[src/rtl/multicycle_subtractor.sv]
// rtl/multicycle_subtractor.sv - chunk-serial WIDTH-bit subtractor D = A - B - Bin with valid/ready handshake
// Optional signed-overflow output ovf is built only when SUB_OVF_EN is defined.
module multicycle_subtractor #(
  parameter int WIDTH = 8,
  parameter int CHUNK = 4
) (
  input  logic             clk,
  input  logic             rst,
  input  logic             in_valid,
  output logic             in_ready,
  input  logic [WIDTH-1:0] a,
  input  logic [WIDTH-1:0] b,
  input  logic             bin,
  output logic             out_valid,
  input  logic             out_ready,
  output logic [WIDTH-1:0] d,
  output logic             bout
`ifdef SUB_OVF_EN
  ,
  output logic             ovf
`endif
);

  localparam int NCHUNK = WIDTH / CHUNK;
  localparam int CW     = (NCHUNK > 1) ? $clog2(NCHUNK) : 1;

  if (WIDTH < 1 || CHUNK < 1 || (WIDTH % CHUNK) != 0) begin : g_bad_cfg
    $error("multicycle_subtractor: WIDTH must be a positive multiple of CHUNK");
  end

  typedef enum logic [1:0] {
    IDLE = 2'd0,
    RUN  = 2'd1,
    DONE = 2'd2
  } state_t;

  state_t           state;
  logic [WIDTH-1:0] a_q;
  logic [WIDTH-1:0] b_q;
  logic             borrow;
  logic [CW-1:0]    cnt;
  logic [CHUNK-1:0] a_c;
  logic [CHUNK-1:0] b_c;
  logic [CHUNK-1:0] diff;
  logic             brw_n;
  logic             last;

  // One extra bit on the chunk difference turns into the borrow for the next chunk.
  always_comb begin
    a_c           = a_q[int'(cnt)*CHUNK +: CHUNK];
    b_c           = b_q[int'(cnt)*CHUNK +: CHUNK];
    {brw_n, diff} = {1'b0, a_c} - {1'b0, b_c} - {{CHUNK{1'b0}}, borrow};
    last          = (cnt == CW'(NCHUNK - 1));
  end

  assign in_ready = (state == IDLE) && !rst;

  always_ff @(posedge clk) begin
    if (rst) begin
      state     <= IDLE;
      a_q       <= '0;
      b_q       <= '0;
      borrow    <= 1'b0;
      cnt       <= '0;
      d         <= '0;
      bout      <= 1'b0;
      out_valid <= 1'b0;
`ifdef SUB_OVF_EN
      ovf       <= 1'b0;
`endif
    end else begin
      case (state)
        IDLE: begin
          if (in_valid) begin
            a_q    <= a;
            b_q    <= b;
            borrow <= bin;
            cnt    <= '0;
            state  <= RUN;
          end
        end
        RUN: begin
          d[int'(cnt)*CHUNK +: CHUNK] <= diff;
          borrow <= brw_n;
          cnt    <= cnt + CW'(1);
          if (last) begin
            bout      <= brw_n;
            out_valid <= 1'b1;
            state     <= DONE;
`ifdef SUB_OVF_EN
            // diff[CHUNK-1] is the result MSB on the final chunk.
            ovf <= (a_q[WIDTH-1] != b_q[WIDTH-1]) && (diff[CHUNK-1] != a_q[WIDTH-1]);
`endif
          end
        end
        DONE: begin
          if (out_ready) begin
            out_valid <= 1'b0;
            state     <= IDLE;
`ifdef SUB_OVF_EN
            ovf       <= 1'b0;
`endif
          end
        end
        default: state <= IDLE;
      endcase
    end
  end

endmodule

[config.mk]
export PLATFORM = sky130hd
export DESIGN_NAME = multicycle_subtractor
export DESIGN_NICKNAME = d
export VERILOG_FILES = /design/src/rtl/multicycle_subtractor.sv
export SDC_FILE = /design/constraint.sdc
export NUM_CORES = 1
export LEC_CHECK = 0
export CORE_MARGIN = 8
export CORE_UTILIZATION = 49
export DETAILED_ROUTE_END_ITERATION = 7
export PLACE_DENSITY = 0.81
export SYNTH_ARGS = -nofsm -noshare
export SYNTH_HDL_FRONTEND = slang
export SYNTH_SLANG_ARGS = --single-unit
[constraint.sdc]
create_clock -name clk -period 3.14 [get_ports clk]
set_clock_uncertainty 0.1 [all_clocks]
set_input_delay 0.628 -clock clk [delete_from_list [all_inputs] [get_ports clk]]
set_output_delay 0.628 -clock clk [all_outputs]
set_load 0.02 [all_outputs]
---- Word-level counts from Yosys, hierarchy flattened ----
Cells that the tools add are included.
operators by class
  add/sub/neg operators ................... 4
  eq/ne operators ......................... 5
  shifts and indexed selects .............. 4
  muxes and demuxes ....................... 12
  reductions and logical operators ........ 10
operators with widths
  operator                                              number
  negator 3 -> 33 bit                                   1
  variable shift 4 x 33 -> 8 bit, first input constant  1
  variable part select 4 x 33 -> 8 bit                  1
  variable part select 8 x 4 -> 4 bit                   2
  bitwise mux 8 bit                                     1
  two-way mux 2 bit                                     3
  != test 2 bit, second input constant                  3
  case mux 1 bit (2 select lines)                       3
  case mux 2 bit (3 select lines)                       1
  AND reduction 2 bit                                   3
  AND reduction 3 bit                                   2
  subtractor 4 x 4 -> 5 bit                             1
  subtractor 5 x 1 -> 5 bit                             1
  two-way mux 1 bit                                     4
  nonzero test 2 bit                                    2
  equality test 2 x 1 -> 1 bit, second input constant   1
  equality test 2 bit, second input constant            1
  zero test 2 bit                                       1
  adder 1 bit, second input constant                    1
  logical AND 1 bit                                     1
  zero test 1 bit                                       1
word-level totals
  register bits after elaboration ......... 30
  output and inout bits ................... 11
  word-level logic and storage cells ...... 43

---- Depth between registers and ports, before layout ----
Gate-level depths: netlist of run 1.
  depth after elaboration ................. 5
  mapped depth ............................ 8
  gate-level depth less buffers ........... 7

---- Least setup slack after synthesis of run 1 ----
OpenSTA, ideal clock, no wires.
  kind .................................... register -> register
  from .................................... register cnt
  to ...................................... register d[7]
  library setup time ...................... 0.126 ns
  arrival time ............................ 2.280 ns
  setup slack ............................. 0.635 ns
  stages on the path, launching flop included .. 9
  buffers on the path ..................... 1
  cells stage by stage .................... dfxtp_1 -> buf_2 -> mux2_2 -> ha_1 -> inv_1 -> ha_1 -> or3b_2 -> mux2i_1 -> o41ai_1
on the way
  word-level cells in the longest chain between the ends .. 5
  elaborated cells between the ends (all ways) .. 8
ends and longest elaborated chain
  item                                                    line    text
  start: declaration                                      41      logic [CW-1:0] cnt;
  start signal: assignment                                85      cnt <= cnt + CW'(1);
  variable part select 8 x 4 -> 4 bit (on tied branches)  50, 51
  subtractor 4 x 4 -> 5 bit                               52      {brw_n, diff} = {1'b0, a_c} - {1'b0, b_c} - {{CHUNK{1'b0}}, borrow};
  subtractor 5 x 1 -> 5 bit                               52
  variable part select 4 x 33 -> 8 bit                    83      d[int'(cnt)*CHUNK +: CHUNK] <= diff;
  bitwise mux 8 bit (*)                                   83
  end signal: indexed assignment                          83
  end: declaration                                        16      output logic [WIDTH-1:0] d,
Every way passes the cells marked *; elsewhere a longest branch is shown, timed or not.
A chain may end at the register's enable or synchronous reset.

---- Worst setup path in the final report of run 1 ----
Ends and elaborated chain as after synthesis.

==> flow_summary_export.csv, run 1 <==
group,metric,value,unit
setup_path,r2r_cells,7,
sta,layout_min_cycle_time,2.81,ns
setup_path,cpMostUsedCell,"ha_1",
clocking,clkLatencyLatePin,0.33,ns
clocking,clk_pin_slew,0.09,ns
placed_design,gp_congestion,0.829,
die,core_area,2730,um2
detailed_routing,drtIter0Drc,93,
layout,layout-drive-gt1-share,10.5,%
layout,syn2layout_area_growth,26.0,%
setup_path,startpoint_type,"register",
global_routing,grt_pass1_vias,1166,
detailed_routing,totalWireLength,2.94,mm
sta,slew_headroom,62.6,%
sta,rsz0062_at_grt,"false",
layout,fin_nets,217,
setup_path,worstPathCellList,"mux2_2, ha_1, inv_1, ha_1, or3b_2, mux2i_1, o41ai_1",
die,ios,32,
setup_path,cp.required,3.23,ns
yosys,ys_warn_count,0,
global_routing,grt_overflow_total,0,
power,p_leak,0.663,nW
detailed_routing,wire_per_inst,13.3,um
detailed_routing,drt_pre_antenna_iters,4,
setup_path,worstPathMaxFanout,14,
layout,nFillCells,235,
setup_path,setup.worst_path.end,"d[7]",
setup_path,startpoint,"cnt",
power,power_frac_clock,26.9,%
placed_design,numPortBuffers,31,
yosys,ys_ff_latch,30,
power,p_per_area,494,nW/um2
clocking,cts-resized-gates,0,
die,fp.dieArea,4820,um2
detailed_routing,met1_length,1.29,mm
global_routing,antenna_found_initial,0,
clocking,clock_sinks,30,
global_routing,grt_use_total,12.8,%
clocking,cts-root-buf,"clkbuf_4",
setup_path,crit_path_max_incr_delay,0.68,ns
setup_path,reg2reg_from,"cnt",
placed_design,hpwlAfterDp,2.20,mm
min_path,hold_class,"reg -> reg",
power,p_sw,0.000251,W
die,dieHeight,69.5,um
yosys,postSynthAreaPerCell,8.64,um2
setup_path,endpoint_kind,"register",
clocking,cts_tree,"yes",
global_routing,grt_pass1_wl,5.14,mm
layout,diodes,0,
die,die_w,69.5,um
global_routing,grt_start_max_net_pins,33,
detailed_routing,routed-wl-met3,163,um
detailed_routing,top_layer,"met4",
layout,fin_area,1760,um2
yosys,synth_nets,189,
clocking,htree_levels,2,
sta,finalSetupViolations,0,
clocking,postCtsSetupBuffers,0,
detailed_routing,drc,0,
yosys,synth.cell_area,1400,um2
detailed_routing,avgViaCountPerCell,5.23,
setup_path,r2r_setup_slack,0.33,ns
detailed_routing,met2_length,1.42,mm
setup_path,reg2reg_to,"d[7]",
power,ir_drop,0.000429,V
sta,max_freq,356,MHz
clocking,cts_hold_buf,0,
power,p_seq_share,49.1,%
setup_path,worst-path-stages,7,
power,swShare,28.8,%
sta,finalHoldViolations,0,
die,floorplan.initialDensity,51.2,%
yosys,yosysSeqAreaShare,42.9,%
layout,final_cell_mix,"43 x nand2_1, 31 x clkdlybuf4s50_1, 30 x dfxtp_1",
power,pwr-share-comb,24.0,%
power,p_int,0.000621,W
clocking,cts_buffers,5,
yosys,synthCells,162,
placed_design,dpl_cell_area,1700,um2
status,run_status,"finished, final reports clean",
sta,worst_pin_slew,0.561,ns
layout,final_common_cell,"nand2_1",
setup_path,worst_ep_arrival_time,2.90,ns
sta,post-route-period-util,89.4,%
run,drv_cap,0,
setup_path,critPathKind,"reg -> reg",
detailed_routing,drtAntennaViolNets,0,
yosys,yosysUniqueCellTypes,30,
setup_path,cp_num_buf_inv,1,
setup_path,critPathSlowestCell,"dfxtp_1",
die,rows,19,
sta,drv_slew,0,
setup_path,critPathTopFamily,"flip-flops",
sta,timing.setup.tns,0,ns
detailed_routing,vias,1160,
clocking,clock_path_buffers,2,
==> layout make-up <==
| class | instances | area [um2] | area share [%] |
|---|---|---|---|
| Multi-Input combinational cell | 115 | 721 | 40.9 |
| Inverter | 5 | 18.8 | 1.06 |
| Clock buffer | 7 | 55.1 | 3.12 |
| Timing Repair Buffer | 33 | 325 | 18.4 |
| Tap cell | 31 | 38.8 | 2.20 |
| Clock inverter | 1 | 5.00 | 0.284 |
| Sequential cell | 30 | 601 | 34.0 |
==> Yosys cell counts (all sizes together) <==
master / instances / area [um2]
nor3: 1 / 5.00
a21boi: 1 / 7.51
mux2: 5 / 56.3
xnor2: 1 / 8.76
a21oi: 24 / 120
o41ai: 2 / 25.0
a211oi: 3 / 22.5
nor2b: 3 / 18.8
or3b: 4 / 35.0
ha: 4 / 50.1
buf: 8 / 45.0
nor3b: 2 / 20.0
nor2: 4 / 15.0
or3: 1 / 6.26
and3b: 1 / 8.76
a311oi: 2 / 17.5
mux2i: 5 / 50.1
nand2: 43 / 161
fa: 2 / 40.0
inv: 5 / 18.8
nand3b: 4 / 30.0
clkbuf: 4 / 15.0
dfxtp: 30 / 601
and4bb: 1 / 12.5
o21ai: 2 / 10.0
==> worst min-delay path by stage <==
stage / cells past startpoint / slack, ns / end / start
after floorplan: 2 / 0.33 / a_q[4] / a_q[4]
after global placement: 2 / 0.35 / d[2] / d[2]
after detailed placement: 2 / 0.35 / b_q[1] / b_q[1]
after CTS: 2 / 0.36 / b_q[1] / b_q[1]
after global routing: 2 / 0.38 / b_q[1] / b_q[1]
final: 2 / 0.36 / b_q[1] / b_q[1]
==> worst register-to-register path, stage by stage, from the launching register on <==
cell,delay [ns]
dfxtp_1,0.68
mux2_2,0.41
ha_1,0.27
inv_1,0.04
ha_1,0.33
or3b_2,0.45
mux2i_1,0.26
o41ai_1,0.14
==> registers in the layout, indices dropped and copies added (netlist names) <==
signal     flops
borrow         1
state          2
a_q            8
cnt            1
out_valid      1
bout           1
b_q            8
d              8
==> cells by family (layout without fill, tap and decap cells) <==
| family | count (synthesis) | after routing | synth area share [%] |
|---|---|---|---|
| buffers and inverters | 17 | 46 | 5.63 |
| DFF | 30 | 30 | 42.9 |
| xor gates and xnor gates | 1 | 1 | 0.626 |
| adders and majority gates | 6 | 6 | 6.43 |
| muxes | 10 | 10 | 7.60 |
| AOI/OAI and AO/OA | 34 | 34 | 14.5 |
| and+or+nand+nor | 64 | 64 | 22.3 |
==> power by group through the flow <==
stage | Sequential (W) | Clock (W) | Combinational [W]
after CTS | 0.000428 | 0.000240 | 0.000210
after global placement | 0.000436 | 0 | 0.000204
final | 0.000429 | 0.000234 | 0.000209
after global routing | 0.000432 | 0.000266 | 0.000234
after floorplan | 0.000438 | 0 | 0.000139
after detailed placement | 0.000437 | 0 | 0.000209
==> per-layer routing <==
layer / vias to the layer above / track usage, %
li1: 602 / -
met1: 526 / 13.7
met2: 25 / 20.8
met3: 7 / 5.58
met4: 0 / 7.06
met5: - / 0
==> stage by stage <==
stage	hold WS (ns)	total power (W)	setup slack, ns	std cells	util, %
floorplan	0.333	0.000577	0.635	162	-
global placement	0.345	0.000640	0.528	214	62.3
detailed placement	0.348	0.000647	0.442	214	62.3
CTS	0.361	0.000878	0.368	222	64.5
global route	0.383	0.000933	0.228	222	64.5
finish	0.360	0.000872	0.333	222	64.5
Power figures use the tool's default switching activity.
==> inputs of run 2 (changes only) <==
--- a/config.mk
+++ b/config.mk
@@ -5,10 +5,12 @@
 export SDC_FILE = /design/constraint.sdc
 export NUM_CORES = 1
 export LEC_CHECK = 0
+export CELL_PAD_IN_SITES_DETAIL_PLACEMENT = 1
+export CELL_PAD_IN_SITES_GLOBAL_PLACEMENT = 1
 export CORE_MARGIN = 8
-export CORE_UTILIZATION = 49
+export CORE_UTILIZATION = 33
 export DETAILED_ROUTE_END_ITERATION = 7
-export PLACE_DENSITY = 0.81
+export PLACE_DENSITY = 0.78
 export SYNTH_ARGS = -nofsm -noshare
 export SYNTH_HDL_FRONTEND = slang
 export SYNTH_SLANG_ARGS = --single-unit
==> constraint.sdc (replaced) <==
create_clock -name clk -period 2.35 [get_ports clk]
set_clock_uncertainty 0.1 [all_clocks]
set_input_delay 0.47 -clock clk [delete_from_list [all_inputs] [get_ports clk]]
set_output_delay 0.47 -clock clk [all_outputs]
set_load 0.02 [all_outputs]
==> run 2 against run 1 <==
Via count grew 6.3%; largest cell class unchanged; sequential share of layout area shrank 2.5 points; clock power grew 62%.
==> flow_summary_export.csv, run 2 (synthesis gave the netlist of run 1 again) <==
group,metric,value,unit
layout,syn2layout_area_growth,36.6,%
detailed_routing,wire_per_inst,15.8,um
setup_path,startpoint_type,"register",
layout,final_common_cell,"nand2_1",
placed_design,hpwlAfterDp,2.78,mm
setup_path,cp.required,2.40,ns
global_routing,antenna_found_initial,0,
clocking,clk_pin_slew,0.06,ns
placed_design,dp.cells,236,
setup_path,worstPathMaxFanout,6,
sta,drv_slew,0,
placed_design,pre_cts_slack,-0.0690,ns
setup_path,endpoint_kind,"register",
clocking,clkLatencyLatePin,0.28,ns
sta,max_freq,430,MHz
clocking,cts_buffers,5,
placed_design,gp_congestion,0.804,
global_routing,grt_pass1_vias,1342,
layout,final_cell_mix,"43 x nand2_1, 30 x clkdlybuf4s50_1, 29 x dfxtp_1",
global_routing,grt_start_max_net_pins,33,
clocking,htree_levels,2,
die,dieHeight,81.1,um
status,run_status,"finished, final reports clean",
sta,finalWorstSetupSlack,0.0220,ns
layout,layout-drive-gt1-share,17.4,%
detailed_routing,drtAntennaViolNets,0,
global_routing,grt_pass1_wl,6.08,mm
setup_path,critPathKind,"reg -> reg",
detailed_routing,totalWireLength,3.87,mm
sta,finalHoldViolations,0,
die,die_w,81.1,um
run,drv_cap,0,
detailed_routing,drt_pre_antenna_iters,4,
layout,fin_nets,222,
sta,rsz0062_at_grt,"true",
layout,final_cells,245,
clocking,cts-root-buf,"clkbuf_8",
die,ios,32,
detailed_routing,vias,1233,
detailed_routing,drtIter0Drc,69,
detailed_routing,drc,0,
clocking,cts_hold_buf,0,
sta,finalSetupViolations,0,
global_routing,grt_overflow_total,0,
layout,reg_top3,"a_q x8, b_q x8, d x8",
power,p_per_area,676,nW/um2
power,p_leak,0.699,nW
die,floorplan.initialDensity,34.8,%
sta,post-route-period-util,99.1,%
die,core_area,4030,um2
detailed_routing,avgViaCountPerCell,5.03,
sta,slew_headroom,67.6,%
global_routing,grt_use_total,12.1,%
clocking,clock_path_buffers,2,
clocking,cts_tree,"yes",
clocking,clock_sinks,30,
die,rows,23,
die,fp.dieArea,6580,um2
sta,worst_pin_slew,0.485,ns
setup_path,worst_ep_arrival_time,2.38,ns
power,ir_drop,0.000315,V
min_path,hold_class,"reg -> reg",
placed_design,numPortBuffers,31,
layout,diodes,0,
sta,layout_min_cycle_time,2.33,ns
-- run 2: timing repair --
item	4_1_cts	5_1_grt
buffers inserted	1	1
endpoints found under the setup margin	3	5
pin swaps	0	1
gates resized for setup	3	10
-- run 2: through the flow --
| stage | utilization (%) | TNS [ns] | power, W | hold WS, ns | area, um2 |
|---|---|---|---|---|---|
| 3_3_place_gp | 43.9 | 0 | 0.000874 | 0.344 | 1770 |
| 6_report | 47.5 | 0 | 0.00129 | 0.363 | 1910 |
| 4_1_cts | 46.1 | 0 | 0.00128 | 0.356 | 1860 |
| 3_5_place_dp | 43.9 | -0.150 | 0.000891 | 0.348 | 1770 |
| 2_1_floorplan | - | 0 | 0.000780 | 0.333 | 1420 |
| 5_1_grt | 47.5 | -0.0233 | 0.00137 | 0.387 | 1910 |
-- run 2: path summary, 6_finish.rpt --
kind | startpoint | endpoint | cells past startpoint | slack (ns)
setup / recovery | cnt | d[7] | 7 | 0.02
hold / removal | a_q[1] | a_q[1] | 2 | 0.36
setup reg to reg | cnt | d[7] | 7 | 0.02
hold reg to reg | a_q[1] | a_q[1] | 2 | 0.36
-- run 2: area by class of cell --
cell class	count	area, um2
Tap cell	50	62.6
Clock buffer	7	76.3
Multi-Input combinational cell	115	786
Fill cell	482	2120
Sequential cell	30	604
Inverter	5	18.8
Timing Repair Buffer	38	365
-- run 2: report_power, final --
part	switching [W]	leakage (nW)	internal [W]	total [W]
combinational	0.000169	0.415	0.000173	0.000342
sequential	0.0000289	0.246	0.000545	0.000574
clock	0.000174	0.0383	0.000203	0.000378
-- run 2: critical path, cell delays in order, from the launching register on --
cell,delay [ns]
dfxtp_4,0.38
mux2_2,0.37
ha_4,0.27
inv_2,0.04
ha_4,0.25
or3b_2,0.46
mux2i_2,0.23
o41ai_1,0.10
-- run 2: routing by layer --
metal  up-vias  routed length (um)  track usage [%]
met5         -                   0                0
met4         0                  77             5.89
met3         8                 217             5.19
met2        30                1950             20.8
met1       586                1620             12.5
li1        609                   -                -
==> inputs of run 3 (changes only) <==
--- a/config.mk
+++ b/config.mk
@@ -5,6 +5,7 @@
 export SDC_FILE = /design/constraint.sdc
 export NUM_CORES = 1
 export LEC_CHECK = 0
+export CAP_MARGIN = 25
 export CELL_PAD_IN_SITES_DETAIL_PLACEMENT = 1
 export CELL_PAD_IN_SITES_GLOBAL_PLACEMENT = 1
 export CORE_MARGIN = 8
==> constraint.sdc (replaced) <==
create_clock -name clk -period 2.35 [get_ports clk]
set_clock_uncertainty 0.1 [all_clocks]
set_input_delay 0.47 -clock clk [delete_from_list [all_inputs] [get_ports clk]]
set_output_delay 0.47 -clock clk [all_outputs]
set_load 0.005 [all_outputs]
==> run 3 against run 2 <==
Clock power grew 1%; die area is the same; clock-buffer cell count is the same; via count shrank 1.4%; worst setup slack gained 0.0087 ns; combinational power is essentially flat; total power grew 0.45%; critical path depth grew 1; flip-flop and latch count is the same; critical path type unchanged; critical endpoint is now borrow; largest cell class unchanged; highest routed layer unchanged.
==> flow_summary_export.csv, run 3 (synthesis gave the netlist of run 1 again) <==
group,metric,value,unit
power,p_int,0.000931,W
detailed_routing,drtIter0Drc,56,
clocking,cts_tree,"yes",
global_routing,antenna_found_initial,0,
placed_design,pre_cts_slack,-0.0630,ns
clocking,cts_buffers,5,
layout,layout-drive-gt1-share,19.1,%
layout,nFillCells,471,
run,drv_cap,0,
status,run_status,"finished, final reports clean",
global_routing,grt_overflow_total,0,
setup_path,cpMostUsedCell,"ha_4",
placed_design,numPortBuffers,31,
power,swShare,28.4,%
setup_path,worst_ep_arrival_time,2.41,ns
min_path,hold_class,"reg -> reg",
power,power,0.00130,W
die,rows,23,
setup_path,startpoint_type,"register",
setup_path,worstPathCellList,"buf_6, mux2i_4, ha_4, inv_2, ha_4, a21boi_2, or3_4, a311oi_2",
die,dieHeight,81.1,um
power,power_frac_clock,29.4,%
sta,layout_min_cycle_time,2.32,ns
detailed_routing,drt_pre_antenna_iters,4,
layout,multi_input_area,818,um2
die,ios,32,
power,p_seq_share,44.2,%
detailed_routing,totalWireLength,3.78,mm
sta,finalWorstSetupSlack,0.0307,ns
die,die_w,81.1,um
layout,fin_nets,221,
global_routing,grt_start_max_net_pins,33,
sta,max_freq,431,MHz
detailed_routing,avgViaCountPerCell,4.98,
layout,syn2layout_area_growth,38.5,%
global_routing,grt_use_total,11.9,%
clocking,clk_pin_slew,0.06,ns
placed_design,gp_congestion,0.855,
detailed_routing,drtAntennaViolNets,0,
layout,final_common_cell,"nand2_1",
setup_path,critPathKind,"reg -> reg",
sta,slew_headroom,69.1,%
layout,diodes,0,
global_routing,grt_pass1_vias,1309,
setup_path,endpoint_kind,"register",
power,p_sw,0.000368,W
sta,worst_pin_slew,0.463,ns
layout,final_cell_mix,"43 x nand2_1, 31 x clkdlybuf4s50_1, 29 x dfxtp_1",
layout,final_util,48.1,%
global_routing,grt_pass1_wl,5.99,mm
sta,finalHoldViolations,0,
clocking,clkLatencyLatePin,0.28,ns
die,fp.dieArea,6580,um2
sta,drv_slew,0,
clocking,clock_path_buffers,2,
sta,holdWs,0.362,ns
sta,finalSetupViolations,0,
setup_path,worstPathMaxFanout,8,
sta,post-route-period-util,98.7,%
clocking,cts-root-buf,"clkbuf_8",
power,p_per_area,670,nW/um2
setup_path,cp.required,2.44,ns
clocking,clock_sinks,30,
power,p_leak,0.697,nW
die,core_area,4030,um2
detailed_routing,drc,0,
layout,regArea,604,um2
power,pwr-share-comb,26.4,%
die,floorplan.initialDensity,34.8,%
clocking,htree_levels,2,
detailed_routing,wire_per_inst,15.5,um
power,ir_drop,0.000285,V
setup_path,crit_path_max_incr_delay,0.41,ns
layout,reg_top3,"a_q x8, b_q x8, d x8",
setup_path,critPathSlowestCell,"dfxtp_4",
placed_design,hpwlAfterDp,2.59,mm
clocking,cts_hold_buf,0,
detailed_routing,vias,1216,
run 3: changes by cell type in the layout (fill, tap and decap cells not counted), sizes merged:
| cell | previous run | this run |
|---|---|---|
| dlymetal6s2s | 1 | 0 |
| clkdlybuf4s50 | 30 | 31 |
| buf | 7 | 6 |
run 3: power by group through the flow:
stage / sequential [W] / clock (W) / combinational [W]
after floorplan: 0.000573 / 0 / 0.000193
after global placement: 0.000581 / 0 / 0.000278
after detailed placement: 0.000583 / 0 / 0.000289
after CTS: 0.000572 / 0.000395 / 0.000296
after global routing: 0.000580 / 0.000415 / 0.000380
final: 0.000575 / 0.000382 / 0.000343
run 3: stage by stage:
| step | area [um2] | TNS (ns) | std cells |
|---|---|---|---|
| 2_1_floorplan | 1420 | 0 | 162 |
| 3_3_place_gp | 1770 | 0 | 236 |
| 3_5_place_dp | 1770 | -0.103 | 236 |
| 4_1_cts | 1860 | 0 | 244 |
| 5_1_grt | 1940 | -0.0467 | 244 |
| 6_report | 1940 | 0 | 244 |
run 3: final cells by class:
cell class | count | area share [%]
inverters | 5 | 0.968
clock buffers | 7 | 3.94
repair buffers | 37 | 18.5
well taps | 50 | 3.23
multi-input cells | 115 | 42.2
flip-flops and latches | 30 | 31.2
run 3: critical path, delay by kind of cell (launching register included):
family                     cells  cell delay (ns)
adders and majority gates      2             0.43
AOI/OAI and AO/OA              2             0.44
DFF                            1             0.41
and+or+nand+nor                1             0.40
buffers and inverters          2             0.21
muxes                          1             0.23
run 3: worst paths after layout:
check	from	to	slack, ns	cells after the start
worst max-delay path	cnt	borrow	0.03	8
worst min-delay path	a_q[2]	a_q[2]	0.36	2
worst max register to register	cnt	borrow	0.03	8
worst min register to register	a_q[2]	a_q[2]	0.36	2
run 3: what timing repair did:
action,4_1_cts,5_1_grt
resized for setup,3,17
gates cloned,0,0
setup endpoints to repair,4,4
buffers inserted,1,0
pin swaps,0,2
run 3: routing by layer:
layer  GRT usage (%)  part of all wire [%]  vias up
met1            12.0                    41      574
met2            20.7                    51       28
li1                -                     -      608
met4            6.43                   2.0        0
met3            4.75                   5.5        6
met5               0                     0        -
==> RTL change (flow settings as in run 1) <==
Build with the macro `SUB_OVF_EN` defined.
--- a/src/rtl/multicycle_subtractor.sv
+++ b/src/rtl/multicycle_subtractor.sv
@@ -1,5 +1,7 @@
 // rtl/multicycle_subtractor.sv - chunk-serial WIDTH-bit subtractor D = A - B - Bin with valid/ready handshake
 // Optional signed-overflow output ovf is built only when SUB_OVF_EN is defined.
+`define SUB_OVF_EN
+
 module multicycle_subtractor #(
   parameter int WIDTH = 8,
   parameter int CHUNK = 4
Check against the original RTL (old outputs only; new: ovf): equivalent (Yosys induction, for registers that start in step).
==> RTL change against run 1 <==
First-iteration DRC count shrank 4.3%. Sequential cell count grew 1. Worst setup slack gained 0.26 ns. Utilization grew 1.8 points. Largest cell class unchanged. Synthesized area shrank 1.9%. Total power grew 12%. Cell count grew 4.5%. Synthesized cell count grew 3.1%. Critical path depth shrank 4. Routed wire length grew 8.0%. Final area grew 1.9%.
==> RTL change: results (changes against run 1) <==
status=completed (unchanged); drt pass-1 iters=5 (was 4); placed cell count=224 (was 214); r2r worst-path depth=8 (was 7); Reg-to-Reg End=ovf$_SDFFE_PP0P_ (was d[7]$_SDFFE_PP0P_); wl on met1=1.31 mm (was 1.29 mm); post-synthesis adder-cell area fraction=0.0656 (was 0.0643); multiplexer share of the synthesized area=0.0619 (was 0.0760); top cells by area, synth=dfxtp_1, nand2_1, a21oi_1 (unchanged); vias in the first global route=1238 (was 1166); max layer used=met4 (unchanged); first-pass GRT wire length=5.34 mm (was 5.14 mm); sequential fraction of the synthesis area=0.452 (was 0.429); WL met3=225 um (was 163 um); hold worst-path end=b_q[3]$_SDFFE_PP0P_ (was b_q[1]$_SDFFE_PP0P_); Psw=271 uW (was 251 uW); largest net degree at the start of global routing=32 (was 33); Peak VDD IR=0.000440 V (was 0.000429 V); xor-xnor portion of the synthesized cell area=0.0191 (was 0.00626); Leak=0.000675 uW (was 0.000663 uW); Crit path max-delay family=buffers and inverters (was flip-flops); RePlAce Congestion=0.786 (was 0.829); Ant. Diodes=0 (unchanged); Syn Nets=194 (was 189); Num CTS Buffers=5 (unchanged); largest registers=a_q x8, b_q x8, d x8 (unchanged); Final HPWL DP=2.42 mm (was 2.20 mm); IO buf count=32 (was 31); non-filler cells in the finished layout=232 (was 222); average size of a mapped cell=8.23 um^2 (was 8.64 um^2); hold crit path type=reg -> reg (unchanged); largest stage delay on the critical path=0.63 ns (was 0.68 ns); initial antenna violation count=0 (unchanged); slowest cell on the critical path=clkdlybuf4s50_1 (was dfxtp_1); Via Count=1204 (was 1160); R2R setup slack=0.62 ns (was 0.33 ns); layout cells sized above 1=0.0697 (was 0.105); FF-to-FF Start=cnt$_SDFFE_PP0P_ (unchanged); worst-path maximum fanout=2 (was 14); initial DRC count=89 (was 93); Worst Min Path Start=b_q[3]$_SDFFE_PP0P_ (was b_q[1]$_SDFFE_PP0P_); Synth Area in Compound Gates=0.147 (was 0.145); wire length on met2=1.55 mm (was 1.42 mm); commonest cells in the netlist=nand2_1, dfxtp_1, a21oi_1 (unchanged); Least-Margin Pin Slew=0.603 ns (was 0.561 ns); Worst EP arrival=1.81 ns (was 2.90 ns); count of different cell masters after synthesis=27 (was 30); Total GRT Usage=0.150 (was 0.128); DR WL/cell=13.7 um (was 13.3 um)
RTL change: layout make-up:
cell class,count,area [um^2]
Timing Repair Buffer,34,335
Multi-Input combinational cell,122,694
Fill cell,235,912
Inverter,6,22.5
Sequential cell,31,621
Tap cell,31,38.8
Clock inverter,2,35.0
Clock buffer,6,51.3
RTL change: metrics by stage:
stage	cell area (um^2)	hold WS [ns]	setup WS (ns)	util	power, uW
6_report	1800	0.360	0.598	0.663	981
3_3_place_gp	1710	0.343	0.598	0.632	653
2_1_floorplan	1370	0.332	0.635	-	584
5_1_grt	1800	0.385	0.485	0.663	1030
4_1_cts	1800	0.363	0.582	0.663	986
3_5_place_dp	1710	0.349	0.591	0.632	664
RTL change: how the worst max path moves through the flow:
| stage | start | end | slack (ns) | depth (start not counted) |
|---|---|---|---|---|
| 2_1_floorplan | cnt$_SDFFE_PP0P_ | ovf$_SDFFE_PP0P_ | 0.64 | 9 |
| 3_3_place_gp | rst | in_ready | 0.60 | 3 |
| 3_5_place_dp | rst | in_ready | 0.59 | 3 |
| 4_1_cts | rst | in_ready | 0.58 | 3 |
| 5_1_grt | cnt$_SDFFE_PP0P_ | ovf$_SDFFE_PP0P_ | 0.49 | 9 |
| 6_report | rst | in_ready | 0.60 | 3 |
RTL change: power groups by stage:
stage	clock network, uW	logic (uW)	registers [uW]
6_report	326	216	439
5_1_grt	350	239	444
4_1_cts	329	217	439
3_5_place_dp	0	216	448
3_3_place_gp	0	208	446
2_1_floorplan	0	130	454
RTL change: worst min-delay path, cell delays in order (launching register included):
cell	delay [ns]
dfxtp_1	0.32
nand2_1	0.05
a21oi_1	0.05
RTL change: logic make-up (layout without fill, tap and decap cells):
group / Yosys count / after routing
simple gates: 68 / 68
buf+inv: 14 / 48
flops: 31 / 31
compound gates: 37 / 37
xor+xnor: 3 / 3
fa+ha+maj: 6 / 6
mux: 8 / 8
RTL change: per-layer routing:
metal	vias to the layer above	global-route usage
met5	-	0
met4	0	0.0927
met3	11	0.0452
met2	45	0.253
met1	526	0.161
li1	622	-
